==> src/rtl/axi_stream_constant_sequencer_pkg.sv <==
// Shared types and widths for the constant-beat stream sequencer.
// Descriptors are queued as desc_t words; the player FSM uses state_t.
package axi_stream_constant_sequencer_pkg;

  localparam int unsigned C_DATA_OUT_DATA_WIDTH = 8;
  localparam int unsigned C_COUNT_WIDTH         = 41;
  localparam int unsigned C_FIFO_DEPTH_LOG2     = 2;
  localparam int unsigned LEVEL_WIDTH           = C_FIFO_DEPTH_LOG2 + 1;

  typedef struct packed {
    logic                             last;
    logic [C_COUNT_WIDTH-1:0]         count;
    logic [C_DATA_OUT_DATA_WIDTH-1:0] value;
  } desc_t;

  typedef enum logic {
    IDLE   = 1'b0,
    STREAM = 1'b1
  } state_t;

endpackage

==> src/rtl/axi_stream_constant_sequencer_if.sv <==
// Descriptor input channel and beat output channel of the sequencer.
// slave is the sequencer's view; master is the control/consumer view.
interface axi_stream_constant_sequencer_if;
  import axi_stream_constant_sequencer_pkg::*;

  logic                             desc_tvalid;
  logic                             desc_tready;
  logic [C_DATA_OUT_DATA_WIDTH-1:0] desc_value;
  logic [C_COUNT_WIDTH-1:0]         desc_count;
  logic                             desc_last;

  logic                             data_out_tvalid;
  logic [C_DATA_OUT_DATA_WIDTH-1:0] data_out_tdata;
  logic                             data_out_tlast;
  logic                             data_out_tready;

  modport slave (
    input  desc_tvalid, desc_value, desc_count, desc_last, data_out_tready,
    output desc_tready, data_out_tvalid, data_out_tdata, data_out_tlast
  );

  modport master (
    output desc_tvalid, desc_value, desc_count, desc_last, data_out_tready,
    input  desc_tready, data_out_tvalid, data_out_tdata, data_out_tlast
  );

endinterface

==> src/rtl/axi_stream_constant_sequencer_sync_fifo.sv <==
// Generic synchronous FIFO with occupancy count and synchronous flush.
// Read data is the head entry, visible combinationally while not empty.
module axi_stream_constant_sequencer_sync_fifo #(
  parameter int unsigned WIDTH      = 8,
  parameter int unsigned DEPTH_LOG2 = 2
) (
  input  logic                  clk,
  input  logic                  reset,
  input  logic                  flush,
  input  logic                  wr,
  input  logic [WIDTH-1:0]      wr_data,
  input  logic                  rd,
  output logic [WIDTH-1:0]      rd_data,
  output logic                  full,
  output logic                  empty,
  output logic [DEPTH_LOG2:0]   level
);

  localparam int unsigned DEPTH = 1 << DEPTH_LOG2;

  logic [WIDTH-1:0]      mem [DEPTH];
  logic [DEPTH_LOG2-1:0] wr_ptr;
  logic [DEPTH_LOG2-1:0] rd_ptr;
  logic [DEPTH_LOG2:0]   count_q;
  logic                  do_wr;
  logic                  do_rd;

  assign full    = (count_q == (DEPTH_LOG2 + 1)'(DEPTH));
  assign empty   = (count_q == '0);
  assign level   = count_q;
  assign rd_data = mem[rd_ptr];
  assign do_wr   = wr & ~full;
  assign do_rd   = rd & ~empty;

  always_ff @(posedge clk) begin
    if (reset || flush) begin
      wr_ptr  <= '0;
      rd_ptr  <= '0;
      count_q <= '0;
    end else begin
      if (do_wr) wr_ptr <= wr_ptr + DEPTH_LOG2'(1);
      if (do_rd) rd_ptr <= rd_ptr + DEPTH_LOG2'(1);
      case ({do_wr, do_rd})
        2'b10:   count_q <= count_q + (DEPTH_LOG2 + 1)'(1);
        2'b01:   count_q <= count_q - (DEPTH_LOG2 + 1)'(1);
        default: count_q <= count_q;
      endcase
    end
  end

  // Storage carries no reset; only the pointers define validity.
  always_ff @(posedge clk) begin
    if (do_wr && !flush && !reset) mem[wr_ptr] <= wr_data;
  end

endmodule

==> src/rtl/axi_stream_constant_sequencer_wrapper.sv <==
// Flat-port wrapper so block-design tools can instantiate the sequencer
// without handling the SystemVerilog interface.
module axi_stream_constant_sequencer_wrapper
  import axi_stream_constant_sequencer_pkg::*;
(
  input  wire                             aclk,
  input  wire                             reset,
  input  wire                             desc_tvalid,
  output wire                             desc_tready,
  input  wire [C_DATA_OUT_DATA_WIDTH-1:0] desc_value,
  input  wire [C_COUNT_WIDTH-1:0]         desc_count,
  input  wire                             desc_last,
  input  wire                             abort,
  output wire                             data_out_tvalid,
  output wire [C_DATA_OUT_DATA_WIDTH-1:0] data_out_tdata,
  output wire                             data_out_tlast,
  input  wire                             data_out_tready,
  output wire                             desc_done,
  output wire                             busy,
  output wire [LEVEL_WIDTH-1:0]           fifo_level
);

  axi_stream_constant_sequencer_if bus ();

  assign bus.desc_tvalid     = desc_tvalid;
  assign bus.desc_value      = desc_value;
  assign bus.desc_count      = desc_count;
  assign bus.desc_last       = desc_last;
  assign bus.data_out_tready = data_out_tready;
  assign desc_tready         = bus.desc_tready;
  assign data_out_tvalid     = bus.data_out_tvalid;
  assign data_out_tdata      = bus.data_out_tdata;
  assign data_out_tlast      = bus.data_out_tlast;

  axi_stream_constant_sequencer u_core (
    .aclk       (aclk),
    .reset      (reset),
    .abort      (abort),
    .bus        (bus.slave),
    .desc_done  (desc_done),
    .busy       (busy),
    .fifo_level (fifo_level)
  );

endmodule

==> src/rtl/axi_stream_constant_sequencer.sv <==
// Plays queued (value, count, last) descriptors as back-to-back bursts of
// identical AXI-Stream beats, with abort and per-descriptor completion pulse.
module axi_stream_constant_sequencer
  import axi_stream_constant_sequencer_pkg::*;
(
  input  logic                             aclk,
  input  logic                             reset,
  input  logic                             abort,
  axi_stream_constant_sequencer_if.slave   bus,
  output logic                             desc_done,
  output logic                             busy,
  output logic [LEVEL_WIDTH-1:0]           fifo_level
);

  desc_t                            wr_desc;
  desc_t                            head;
  logic                             fifo_full;
  logic                             fifo_empty;
  logic                             fifo_wr;
  logic                             pop;
  logic                             zero_pop;
  logic                             head_zero;
  logic                             xfer;
  logic                             final_xfer;

  state_t                           state;
  logic [C_DATA_OUT_DATA_WIDTH-1:0] cur_value;
  logic                             cur_last;
  logic [C_COUNT_WIDTH-1:0]         remaining;

  assign wr_desc = '{last: bus.desc_last, count: bus.desc_count, value: bus.desc_value};
  assign bus.desc_tready = ~fifo_full & ~abort & ~reset;
  assign fifo_wr = bus.desc_tvalid & bus.desc_tready;

  axi_stream_constant_sequencer_sync_fifo #(
    .WIDTH      ($bits(desc_t)),
    .DEPTH_LOG2 (C_FIFO_DEPTH_LOG2)
  ) u_desc_fifo (
    .clk     (aclk),
    .reset   (reset),
    .flush   (abort),
    .wr      (fifo_wr),
    .wr_data (wr_desc),
    .rd      (pop),
    .rd_data (head),
    .full    (fifo_full),
    .empty   (fifo_empty),
    .level   (fifo_level)
  );

  assign xfer       = (state == STREAM) & bus.data_out_tready;
  assign final_xfer = xfer & (remaining == C_COUNT_WIDTH'(1));
  assign head_zero  = (head.count == '0);
  // A zero-count head waits for IDLE so two completions never share a cycle.
  assign pop        = ~fifo_empty & ~abort &
                      ((state == IDLE) | (final_xfer & ~head_zero));
  assign zero_pop   = pop & head_zero;

  assign bus.data_out_tvalid = (state == STREAM);
  assign bus.data_out_tdata  = cur_value;
  assign bus.data_out_tlast  = (state == STREAM) & cur_last &
                               (remaining == C_COUNT_WIDTH'(1));
  assign busy = (state == STREAM) | (fifo_level != '0);

  always_ff @(posedge aclk) begin
    if (reset) begin
      state     <= IDLE;
      cur_value <= '0;
      cur_last  <= 1'b0;
      remaining <= '0;
      desc_done <= 1'b0;
    end else if (abort) begin
      state     <= IDLE;
      remaining <= '0;
      desc_done <= 1'b0;
    end else begin
      desc_done <= final_xfer | zero_pop;
      if (pop && !head_zero) begin
        state     <= STREAM;
        cur_value <= head.value;
        cur_last  <= head.last;
        remaining <= head.count;
      end else if (final_xfer) begin
        state     <= IDLE;
        remaining <= '0;
      end else if (xfer) begin
        remaining <= remaining - C_COUNT_WIDTH'(1);
      end
    end
  end

endmodule

==> config.mk <==
export PLATFORM = sky130hd
export DESIGN_NAME = axi_stream_constant_sequencer_wrapper
export DESIGN_NICKNAME = d
export VERILOG_FILES = /design/src/rtl/axi_stream_constant_sequencer_pkg.sv /design/src/rtl/axi_stream_constant_sequencer_if.sv /design/src/rtl/axi_stream_constant_sequencer_sync_fifo.sv /design/src/rtl/axi_stream_constant_sequencer_wrapper.sv /design/src/rtl/axi_stream_constant_sequencer.sv
export SDC_FILE = /design/constraint.sdc
export NUM_CORES = 1
export LEC_CHECK = 0
export ABC_AREA = 1
export BUFFER_PORTS_ARGS = -buffer_cell sky130_fd_sc_hd__buf_2
export CAP_MARGIN = 20
export CORE_MARGIN = 3
export CORE_UTILIZATION = 40
export CTS_CLUSTER_SIZE = 28
export DETAILED_ROUTE_END_ITERATION = 10
export GPL_TIMING_DRIVEN = 0
export PLACE_DENSITY = 0.64
export SLEW_MARGIN = 20
export SYNTH_ARGS = -nofsm -noshare
export SYNTH_HDL_FRONTEND = slang
export SYNTH_SLANG_ARGS = --single-unit
==> constraint.sdc <==
create_clock -name aclk -period 3.9 [get_ports aclk]
set_clock_uncertainty 0.15 [all_clocks]
set_input_delay 0.78 -clock aclk [delete_from_list [all_inputs] [get_ports aclk]]
set_output_delay 0.78 -clock aclk [all_outputs]
set_load 0.02 [all_outputs]
# --- Word level (Yosys, flattened, before mapping) ---
# Memory sizes are Yosys's and may differ from the RTL's. A register that Yosys moved wholly into a read port is not among the register bits.
# Cells that the tools add are included.
word_totals:
  register_bits: 59
  latchBits: 0
  ramBits: 200
  romBits: 0
  inputBits: 55
  output_inout_bits: 16
  wordCells: 65
  memories: 1
mem_list:
  columns: ["name", "depth", "word_bits", "read_ports", "rd_ports_with_merged_regs", "write_ports", "line_no", "text"]
  rows:
  - ["u_core.u_desc_fifo.mem", 4, 50, 1, 1, 1, "axi_stream_constant_sequencer_sync_fifo.sv:21", "logic [WIDTH-1:0] mem [DEPTH];"]
op_classes:
  n_addsub: 5
  n_mul: 0
  div: 0
  n_lt_le_gt_ge: 0
  n_eq_ne: 4
  shifts: 0
  muxes: 10
  bitwise: 22
  reduce_logical: 15
op_table:
  columns: ["operator", "n"]
  rows:
  - ["41-bit 2-to-1 mux", 3]
  - ["41-bit by 1-bit == test with 1-bit output, second input constant", 1]
  - ["41-bit zero test", 1]
  - ["41-bit by 1-bit subtractor with 41-bit output, second input constant", 1]
  - ["1-bit bitwise AND", 13]
  - ["1-bit NOT", 6]
  - ["3-bit one-hot mux with 2 select lines", 1]
  - ["3-bit nonzero test", 2]
  - ["2-bit by 1-bit adder with 2-bit output, second input constant", 2]
  - ["1-bit 2-to-1 mux", 4]
  - ["2-bit 2-to-1 mux", 2]
  - ["2-bit nonzero test", 2]
  - ["3-bit by 1-bit adder with 3-bit output, second input constant", 1]
  - ["3-bit == test, second input constant", 1]
  - ["1-bit logical AND", 3]
  - ["1-bit zero test", 3]
  - ["3-bit zero test", 1]
  - ["1-bit bitwise OR", 3]
  - ["3-bit by 1-bit subtractor with 3-bit output, second input constant", 1]
  - ["2-bit by 1-bit == test with 1-bit output, second input constant", 1]
  - ["2-bit == test, second input constant", 1]
  - ["2-bit AND reduction", 1]
  - ["2-bit OR reduction", 1]
  - ["1-bit logical OR", 1]

# --- Depth between registers and ports, before layout ---
# Gate-level depths: netlist of the first run.
logic_depth:
  word_depth: 10
  mapped_depth: 21
  ltp_nobuf: 18

# --- Cells and area by module ---
# From an unflattened synthesis of the first run, not the netlist that was laid out.
unflattened:
  hier_cells: 1232
  area_unflattened_um2: 11906.4
modules_own_cells:
  columns: ["mod", "n_inst", "cells_each", "area_per_inst_um2", "seq_area_each_um2"]
  rows:
  - ["axi_stream_constant_sequencer_sync_fifo", 1, 559, 7953.9, 6185.9]
  - ["axi_stream_constant_sequencer", 1, 673, 3952.5, 1041.0]

# --- Worst setup path after synthesis of the first run ---
# No wires, ideal clock.
synth_timing:
  path_type: "in2reg"
  start: "input port reset"
  end: "memory u_core.u_desc_fifo.mem[0][0] (netlist bit) (enable)"
  setup_ns: 0.458
  arrival_time_ns: 3.900
  required_ns: 3.292
  slack_ns: -0.608
  stages: 5
  path_buffers: 0
  path_cell_list: "nor2_1 > inv_1 > a31oi_1 > nand2_1 > nor2_1"
synth_via:
  elab_chain_len: 8
  elab_cells_between_ends: 9
  cone_classes: "mux (2); bitwise (4); reduce/logical (3)"
synth_rtl:
  columns: ["item", "line_no", "text"]
  rows:
  - ["start, declared", "axi_stream_constant_sequencer_wrapper.sv:7", "input wire reset,"]
  - ["1-bit NOT", "axi_stream_constant_sequencer.sv:32", "assign bus.desc_tready = ~fifo_full & ~abort & ~reset;"]
  - ["1-bit bitwise AND", "axi_stream_constant_sequencer.sv:32", null]
  - ["via desc_tready", "axi_stream_constant_sequencer_wrapper.sv:9", "output wire desc_tready,"]
  - ["1-bit bitwise AND", "axi_stream_constant_sequencer.sv:33", "assign fifo_wr = bus.desc_tvalid & bus.desc_tready;"]
  - ["1-bit bitwise AND", "axi_stream_constant_sequencer_sync_fifo.sv:32", "assign do_wr = wr & ~full;"]
  - ["1-bit logical AND (2 in a row)", "axi_stream_constant_sequencer_sync_fifo.sv:53", "if (do_wr && !flush && !reset) mem[wr_ptr] <= wr_data;"]
  - ["1-bit 2-to-1 mux", "axi_stream_constant_sequencer_sync_fifo.sv:53", null]
  - ["1-bit 2-to-1 mux (not written as such)", "axi_stream_constant_sequencer_sync_fifo.sv:53", null]
  - ["end, declared", "axi_stream_constant_sequencer_sync_fifo.sv:21", null]
# The timed path passes the listed nets, and every way through them passes these cells.

==> qor.log, run 1 <==
[outcome] status finished, final reports clean
[die] full die area 31600 µm²
[synth] compound-gate portion of the synthesized area 4.14%
[placed_design] I/O Buffers 70
[synth] Cell Area, Synth 11800 µm²
[synth] dominant cell type by area after synthesis sky130_fd_sc_hd__edfxtp_1
[cells_and_area] total number of nets in the final design 1429
[grt] GRT Residual Overflow 0
[cells_and_area] number of filler instances in the final layout 2721
[clocking] TritonCTS buffer count 28
[timing] relative max-transition margin 49.3%
[clocking] number of levels in the clock H-tree 1
[clocking] sinks on the clock net 261
[synth] predominant post-synthesis flop cell sky130_fd_sc_hd__edfxtp_1
[synth] number of enable-type register cells in the synthesized netlist 200
[synth] most common library cells after synthesis sky130_fd_sc_hd__nand2_1, sky130_fd_sc_hd__nand3_1, sky130_fd_sc_hd__edfxtp_1
[power_and_ir_drop] power per unit of standard cell area 482 nW/µm²
[detailed_routing] DRC Markers 0
[synth] Yosys reg bits 261
[placed_design] gp weighted congestion 0.936
[cells_and_area] end-of-flow core utilization 47.9%
[timing] Worst Max-Slew Pin Slew 759 ps
[timing] setup repair after global routing missed its margin false
[synth] multiplexer share of the synthesized area 0%
[synth] Gate Count Post-Synth 1258
[cells_and_area] fraction of final layout cells sized beyond drive strength 1 11.9%
[die] Core Rows 62
[grt] global-route wire length before repair 47.8 mm
[synth] share of synthesized cell area in and, or, nand and nor gates 26.8%
[worst_hold_path] source of the worst hold timing path desc_count[19]
[critical_path] CP Data Required Time 4220 ps
[power_and_ir_drop] maximum resistive drop on vdd 0.380 mV
[clocking] number of hold buffers added after CTS 0
[synth] total nets after synthesis 1321
[grt] number of global-route vias before repair 8631
[grt] largest net degree at the start of global routing 24
[synth] FFs w/ async S/R, synth 0%
[die] initial cell density of the core 40.9%
[worst_hold_path] hold crit path type primary input to register
[cells_and_area] Area growth syn-to-layout 17.1%
[clocking] Clock transition at path regs 60 ps
[critical_path] flop-to-flop setup slack 390 ps
[clocking] clock tree from TritonCTS done
[synth] most frequent cell after synthesis sky130_fd_sc_hd__nand2_1
[flow_run] max-cap check violation count 0
[die] Die Span Y 178 µm
[cells_and_area] multi-input gate area in the final layout 3950 µm²
[timing] final number of max-transition violations 0
[clocking] deepest clock path buffer count 3
[critical_path] start-to-end type of the worst setup path register to register
[cells_and_area] footprint of the flip-flops and latches 7230 µm²
[critical_path] data arrival time of the critical path 3840 ps
[detailed_routing] Post-DRT Antenna Nets 0
[grt] antenna violations before repair 1
[placed_design] detailed placement HPWL 21.8 mm
[timing] Worst Slack Setup Final 386 ps
[synth] share of the synthesized area in the top cell type 50.9%
[detailed_routing] total via count in the routed design 9036
[synth] post-synthesis adder-cell area fraction 0.912%
[detailed_routing] wire per inst 17.2 µm
[clocking] library cell used as clock root buffer sky130_fd_sc_hd__clkbuf_16
[timing] Final Cycle Share 90.1%
[critical_path] type of element capturing the critical path register
[die] die width 178 µm
[timing] max frequency 285 MHz
[die] standard cell core area 28900 µm²
[timing] Setup Total Neg Slack 0 ps
[power_and_ir_drop] leakage dissipation 5.67 nW
[timing] number of setup violations in the final report 0
[synth] combinational family with the most area after synthesis simple AND/OR/NAND/NOR gates
[detailed_routing] post-DR vias/cell 5.11
[timing] WHS 299 ps
[timing] hold violation count in the final report 0
[synth] part of the Yosys area used for sequential elements 61.2%
[cells_and_area] number of inserted diodes 0
[synth] post-synthesis cell type count 36
[placed_design] Post-Place Worst Slack 409 ps
[die] Ports 71
[synth] yosys synthesis warning count 0
[synth] Area contributors post-synth sky130_fd_sc_hd__edfxtp_1, sky130_fd_sc_hd__nand2_1, sky130_fd_sc_hd__dfxtp_1
[critical_path] Worst setup SP type register
[detailed_routing] Post-Route WL 30.5 mm
[detailed_routing] number of DRC violations after detailed-routing iteration 0 899
[grt] Global Route Usage Sum 19.4%
[synth] post-synthesis share of cell area spent on xor and xnor gates 1.34%
[detailed_routing] detailed-router iteration count before antenna repair 5
[synth] synthesized area divided by synthesized cell count 9.38 µm²
[timing] final period demand of the worst path 3510 ps
[critical_path] Max Fanout on Critical Path 10
[clocking] clk_lat worst skew 550 ps
-- cells by family (layout without fill, tap and decap cells) --
kind of cell	count (synthesis)	in the layout
xor+xnor	18	18
fa+ha+maj	8	8
flops	261	261
simple gates	728	728
buf+inv	154	282
compound gates	89	89
-- flip-flops by register name, summed over array words and instances (netlist names), named ones only --
name	flops
u_core.u_desc_fifo.wr_ptr	2
u_core.remaining	41
u_core.u_desc_fifo.rd_ptr	2
u_core.u_desc_fifo.mem	200
u_core.desc_done	1
u_core.bus.data_out_tvalid	1
u_core.u_desc_fifo.level	3
u_core.cur_last	1
u_core.bus.data_out_tdata	8
-- layout make-up --
class,instances,area share [%]
multi-input cells,843,28.6
plain buffers,61,2.20
repair buffers,78,3.91
clock buffers,33,5.43
well taps,384,3.48
flip-flops and latches,261,52.3
inverters,93,2.53
clock inverters,17,1.56
-- layout by cell type (no fill, tap or decap), types with 9 or more instances in the layout --
master	n
sky130_fd_sc_hd__inv_1	90
sky130_fd_sc_hd__nand2_1	349
sky130_fd_sc_hd__nand3b_1	28
sky130_fd_sc_hd__dfxtp_1	61
sky130_fd_sc_hd__clkbuf_1	37
sky130_fd_sc_hd__o22ai_1	9
sky130_fd_sc_hd__nand3_1	202
sky130_fd_sc_hd__buf_2	84
sky130_fd_sc_hd__a21oi_1	32
sky130_fd_sc_hd__edfxtp_1	200
sky130_fd_sc_hd__xor2_1	11
sky130_fd_sc_hd__o21ai_0	37
sky130_fd_sc_hd__nor2_1	114
sky130_fd_sc_hd__clkbuf_16	29
-- path summary, 6_finish.rpt --
path                                    to  depth (start not counted)
max            u_core.u_desc_fifo.level[2]                         18
min          u_core.u_desc_fifo.mem[2][27]                          1
max reg2reg    u_core.u_desc_fifo.level[2]                         18
min reg2reg                u_core.cur_last                          2
-- metal layers --
metal  part of all wire, %  vias to the layer above  global-route usage [%]
li1                      -                     4448                       -
met1                    43                     4263                    26.2
met2                    49                      270                    33.6
met3                   5.6                       53                    2.25
met4                   2.3                        2                    4.61
met5                 0.043                        -                       0
-- power by group --
group | internal, mW | total [mW] | switching, mW
Clock | 1.70 | 2.78 | 1.08
Sequential | 3.04 | 3.06 | 0.0259
Combinational | 0.286 | 0.825 | 0.539
Total | 5.02 | 6.67 | 1.65
-- critical path: stages (launching register included) --
cell and delay [ps]:
sky130_fd_sc_hd__dfxtp_1 420, sky130_fd_sc_hd__inv_2 170, sky130_fd_sc_hd__clkbuf_1 450, sky130_fd_sc_hd__nand3_1 130, sky130_fd_sc_hd__nand2_1 230, sky130_fd_sc_hd__nand2_1 90, sky130_fd_sc_hd__nor2_1 110, sky130_fd_sc_hd__nand2_1 70
sky130_fd_sc_hd__nor2_1 160, sky130_fd_sc_hd__nand3_2 190, sky130_fd_sc_hd__nand2_4 210, sky130_fd_sc_hd__nand2_1 130, sky130_fd_sc_hd__ha_1 190, sky130_fd_sc_hd__inv_1 90, sky130_fd_sc_hd__fa_1 190, sky130_fd_sc_hd__a21oi_1 70
sky130_fd_sc_hd__o21ai_0 100, sky130_fd_sc_hd__o21ai_0 120, sky130_fd_sc_hd__a21oi_1 160
-- per-stage QoR --
stage | instance area (µm²) | total power [mW] | instances
CTS | 13800 | 6.70 | 1770
global route | 13800 | 6.93 | 1770
global placement | 12600 | 3.92 | 1712
floorplan | 11800 | 3.68 | 1258
finish | 13800 | 6.67 | 1770
detailed placement | 12900 | 3.94 | 1720
-- what timing repair did --
item,in CTS,in global routing
buffers inserted,0,0
endpoints found under the hold margin,0,0
gates resized for setup,0,1
setup endpoints to repair,0,1
Note: power is estimated with default switching activity, not from simulation.
==> run 2: changes to the inputs <==
--- a/config.mk
+++ b/config.mk
@@ -12,6 +12,5 @@
 export CORE_UTILIZATION = 40
-export CTS_CLUSTER_SIZE = 28
 export DETAILED_ROUTE_END_ITERATION = 10
 export GPL_TIMING_DRIVEN = 0
-export PLACE_DENSITY = 0.64
+export PLACE_DENSITY = 0.62
 export SLEW_MARGIN = 20
==> constraint.sdc (replaced) <==
create_clock -name aclk -period 4.21 [get_ports aclk]
set_clock_uncertainty 0.15 [all_clocks]
set_input_delay 0.842 -clock aclk [delete_from_list [all_inputs] [get_ports aclk]]
set_output_delay 0.842 -clock aclk [all_outputs]
set_load 0.01 [all_outputs]
==> run 2 against run 1 <==
Net effect:
- flip-flop and latch count unchanged
- register-to-register slack better by 410 ps
- worst setup slack better by 330 ps
- final area shrank 0.86%
- sequential share of layout area is 0.45 points higher
- critical path depth fell by 10
==> qor.log, run 2 (same netlist as run 1, synthesis figures left out) <==
[outcome] status finished, final reports clean [unchanged]
[clocking] number of levels in the clock H-tree 1 [unchanged]
[critical_path] flop-to-flop setup slack 800 ps [was 390 ps]
[die] Core Rows 62 [unchanged]
[cells_and_area] max FFs per register 200 [unchanged]
[critical_path] start-to-end type of the worst setup path register to output pin [was register to register]
[power_and_ir_drop] Switching Share 25.8% [was 24.7%]
[cells_and_area] fraction of final layout cells sized beyond drive strength 1 11.4% [was 11.9%]
[flow_run] max-cap check violation count 0 [unchanged]
[grt] number of global-route vias before repair 8604 [was 8631]
[detailed_routing] detailed-router iteration count before antenna repair 5 [unchanged]
[timing] Final Cycle Share 83.0%
[critical_path] number of cells traversed by the worst register-to-register path 17 [was 18]
[placed_design] I/O Buffers 70 [unchanged]
[placed_design] gp weighted congestion 0.918 [was 0.936]
[detailed_routing] Post-DRT Antenna Nets 0 [unchanged]
[timing] final number of max-transition violations 0 [unchanged]
[timing] final period demand of the worst path 3490 ps
[clocking] Setup Buffers After CTS 0 [unchanged]
[grt] global-route wire length before repair 47.1 mm [was 47.8 mm]
[timing] Worst Slack Setup Final 715 ps [was 386 ps]
[power_and_ir_drop] switching pwr 1.52 mW [was 1.65 mW]
[critical_path] Worst setup SP type register [unchanged]
[cells_and_area] multi-input gate area in the final layout 3950 µm² [unchanged]
[worst_hold_path] hold crit path type register to register [was primary input to register]
[grt] Global Route Usage Sum 19.3% [was 19.4%]
[clocking] sinks on the clock net 261 [unchanged]
[placed_design] detailed placement HPWL 21.8 mm [about the same]
[power_and_ir_drop] overall power 5.88 mW [was 6.67 mW]
[grt] GRT Residual Overflow 0 [unchanged]
[die] die width 178 µm [unchanged]
[placed_design] Post-Place Worst Slack 810 ps [was 409 ps]
[clocking] TritonCTS buffer count 28 [unchanged]
[power_and_ir_drop] power share of the clock group 39.0% [was 41.7%]
[worst_hold_path] Worst Hold Endpoint u_core.cur_last [was u_core.u_desc_fifo.mem[2][27]]
[timing] max frequency 286 MHz
[cells_and_area] number of inserted diodes 0 [unchanged]
[detailed_routing] Post-Route WL 30.4 mm [was 30.5 mm]
[critical_path] Reg2Reg Capture Point u_core.u_desc_fifo.level[2] [unchanged]
[timing] setup repair after global routing missed its margin false [unchanged]
[cells_and_area] Reg with most FFs u_core.u_desc_fifo.mem [unchanged]
[clocking] clk_lat worst skew 540 ps [was 550 ps]
[cells_and_area] footprint of the flip-flops and latches 7230 µm² [unchanged]
[power_and_ir_drop] portion of total power attributed to sequential cells 48.2% [was 45.9%]
[die] Die Span Y 178 µm [unchanged]
[detailed_routing] total via count in the routed design 8985 [was 9036]
[worst_hold_path] worst hold stages 2 [was 1]
[die] initial cell density of the core 40.9% [unchanged]
[clocking] library cell used as clock root buffer sky130_fd_sc_hd__clkbuf_16 [unchanged]
[grt] antenna violations before repair 3 [was 1]
[critical_path] type of element capturing the critical path output pin [was register]
[cells_and_area] most frequent standard cell in the layout excluding fill and tap cells sky130_fd_sc_hd__nand2_1 [unchanged]
[detailed_routing] wire per inst 17.2 µm [about the same]
[clocking] Clock transition at path regs 60 ps [about the same]
[detailed_routing] number of DRC violations after detailed-routing iteration 0 790 [was 899]
[worst_hold_path] source of the worst hold timing path u_core.cur_last [was desc_count[19]]
[detailed_routing] post-DR vias/cell 5.07 [was 5.11]
[power_and_ir_drop] cell internal pwr 4.37 mW [was 5.02 mW]
[timing] number of setup violations in the final report 0 [unchanged]
[clocking] clock tree from TritonCTS done [unchanged]
[power_and_ir_drop] leakage dissipation 5.59 nW [was 5.67 nW]
[placed_design] Area after DPL 12800 µm² [was 12900 µm²]
[timing] hold violation count in the final report 0 [unchanged]
[cells_and_area] Area growth syn-to-layout 16.1% [was 17.1%]
[cells_and_area] total number of nets in the final design 1429 [unchanged]
[grt] largest net degree at the start of global routing 23 [was 24]
[clocking] number of hold buffers added after CTS 0 [unchanged]
[clocking] deepest clock path buffer count 3 [unchanged]
[critical_path] CP Data Required Time 3220 ps [was 4220 ps]
[cells_and_area] end-of-flow core utilization 47.5% [was 47.9%]
[cells_and_area] number of filler instances in the final layout 2769 [was 2721]
[die] Ports 71 [unchanged]
[cells_and_area] final non-filler cell area 13700 µm² [was 13800 µm²]
[die] standard cell core area 28900 µm² [unchanged]
[timing] Worst Max-Slew Pin Slew 706 ps [was 759 ps]
[detailed_routing] DRC Markers 0 [unchanged]
[timing] relative max-transition margin 52.9% [was 49.3%]
[die] full die area 31600 µm² [unchanged]
[clocking] Post-CTS Resized 0 [unchanged]
[power_and_ir_drop] part of the total power dissipated in combinational logic 12.8% [was 12.4%]
[cells_and_area] highest-count cells in the layout ignoring fill and taps sky130_fd_sc_hd__nand2_1, sky130_fd_sc_hd__nand3_1, sky130_fd_sc_hd__edfxtp_1, sky130_fd_sc_hd__nor2_1, sky130_fd_sc_hd__inv_1 [unchanged]
[power_and_ir_drop] maximum resistive drop on vdd 0.412 mV [was 0.380 mV]
[critical_path] data arrival time of the critical path 2500 ps [was 3840 ps]
[timing] Setup Total Neg Slack 0 ps [unchanged]
[critical_path] Max Fanout on Critical Path 6 [was 10]
[power_and_ir_drop] power per unit of standard cell area 429 nW/µm² [was 482 nW/µm²]
-- run 2: cell count changes in the layout (fill, tap and decap cells not counted), moves of 3 or more --
cell	delta
sky130_fd_sc_hd__bufinv_16	-4
sky130_fd_sc_hd__clkinv_2	-6
sky130_fd_sc_hd__clkinvlp_4	+3
sky130_fd_sc_hd__clkinv_1	+7
sky130_fd_sc_hd__inv_6	+3
-- run 2: stage by stage --
| step | hold WS [ps] | cells |
|---|---|---|
| after global routing | 333 | 1772 |
| after global placement | 292 | 1712 |
| final | 312 | 1772 |
| after floorplan | 280 | 1258 |
| after CTS | 309 | 1772 |
| after detailed placement | 299 | 1720 |
-- run 2: how the worst max path moves through the flow --
stage | startpoint | end | depth (start not counted)
CTS | u_core.remaining[22] | data_out_tlast | 8
global route | register | u_core.u_desc_fifo.level[2] | 18
finish | u_core.remaining[17] | data_out_tlast | 8
global placement | reset | u_core.u_desc_fifo.mem[3][1] | 6
floorplan | reset | u_core.u_desc_fifo.mem[0][0] | 5
detailed placement | register | u_core.u_desc_fifo.level[2] | 17
-- run 2: critical path: stages, from the launching register on --
cell and delay [ps]:
sky130_fd_sc_hd__dfxtp_1 360, sky130_fd_sc_hd__nor2_1 170, sky130_fd_sc_hd__nand2_1 110, sky130_fd_sc_hd__nor2_1 170, sky130_fd_sc_hd__nand2_1 120, sky130_fd_sc_hd__nor3b_1 440, sky130_fd_sc_hd__nand3_1 210, sky130_fd_sc_hd__nor2_1 220
sky130_fd_sc_hd__buf_2 170
-- run 2: per-layer routing --
layer  global-route usage, %  routed length, µm  up-vias
li1                        -                  -     4467
met1                    25.8              13200     4215
met2                    32.5              14600      243
met3                    2.97               1890       54
met4                    5.50                760        6
met5                       0                 29        -
-- run 2: area by class of cell --
cell class | count | share of cell area (%)
well taps | 384 | 3.51
plain buffers | 61 | 2.21
repair buffers | 78 | 3.84
multi-input cells | 843 | 28.8
flip-flops and latches | 261 | 52.8
clock inverters | 20 | 1.08
inverters | 93 | 2.55
clock buffers | 32 | 5.22
-- run 2: power groups by stage --
stage | clock network [mW] | registers [mW] | logic (mW)
floorplan | 0 | 2.89 | 0.505
global placement | 0 | 2.89 | 0.728
detailed placement | 0 | 2.89 | 0.743
CTS | 2.34 | 2.84 | 0.747
global route | 2.45 | 2.84 | 0.841
finish | 2.30 | 2.84 | 0.752
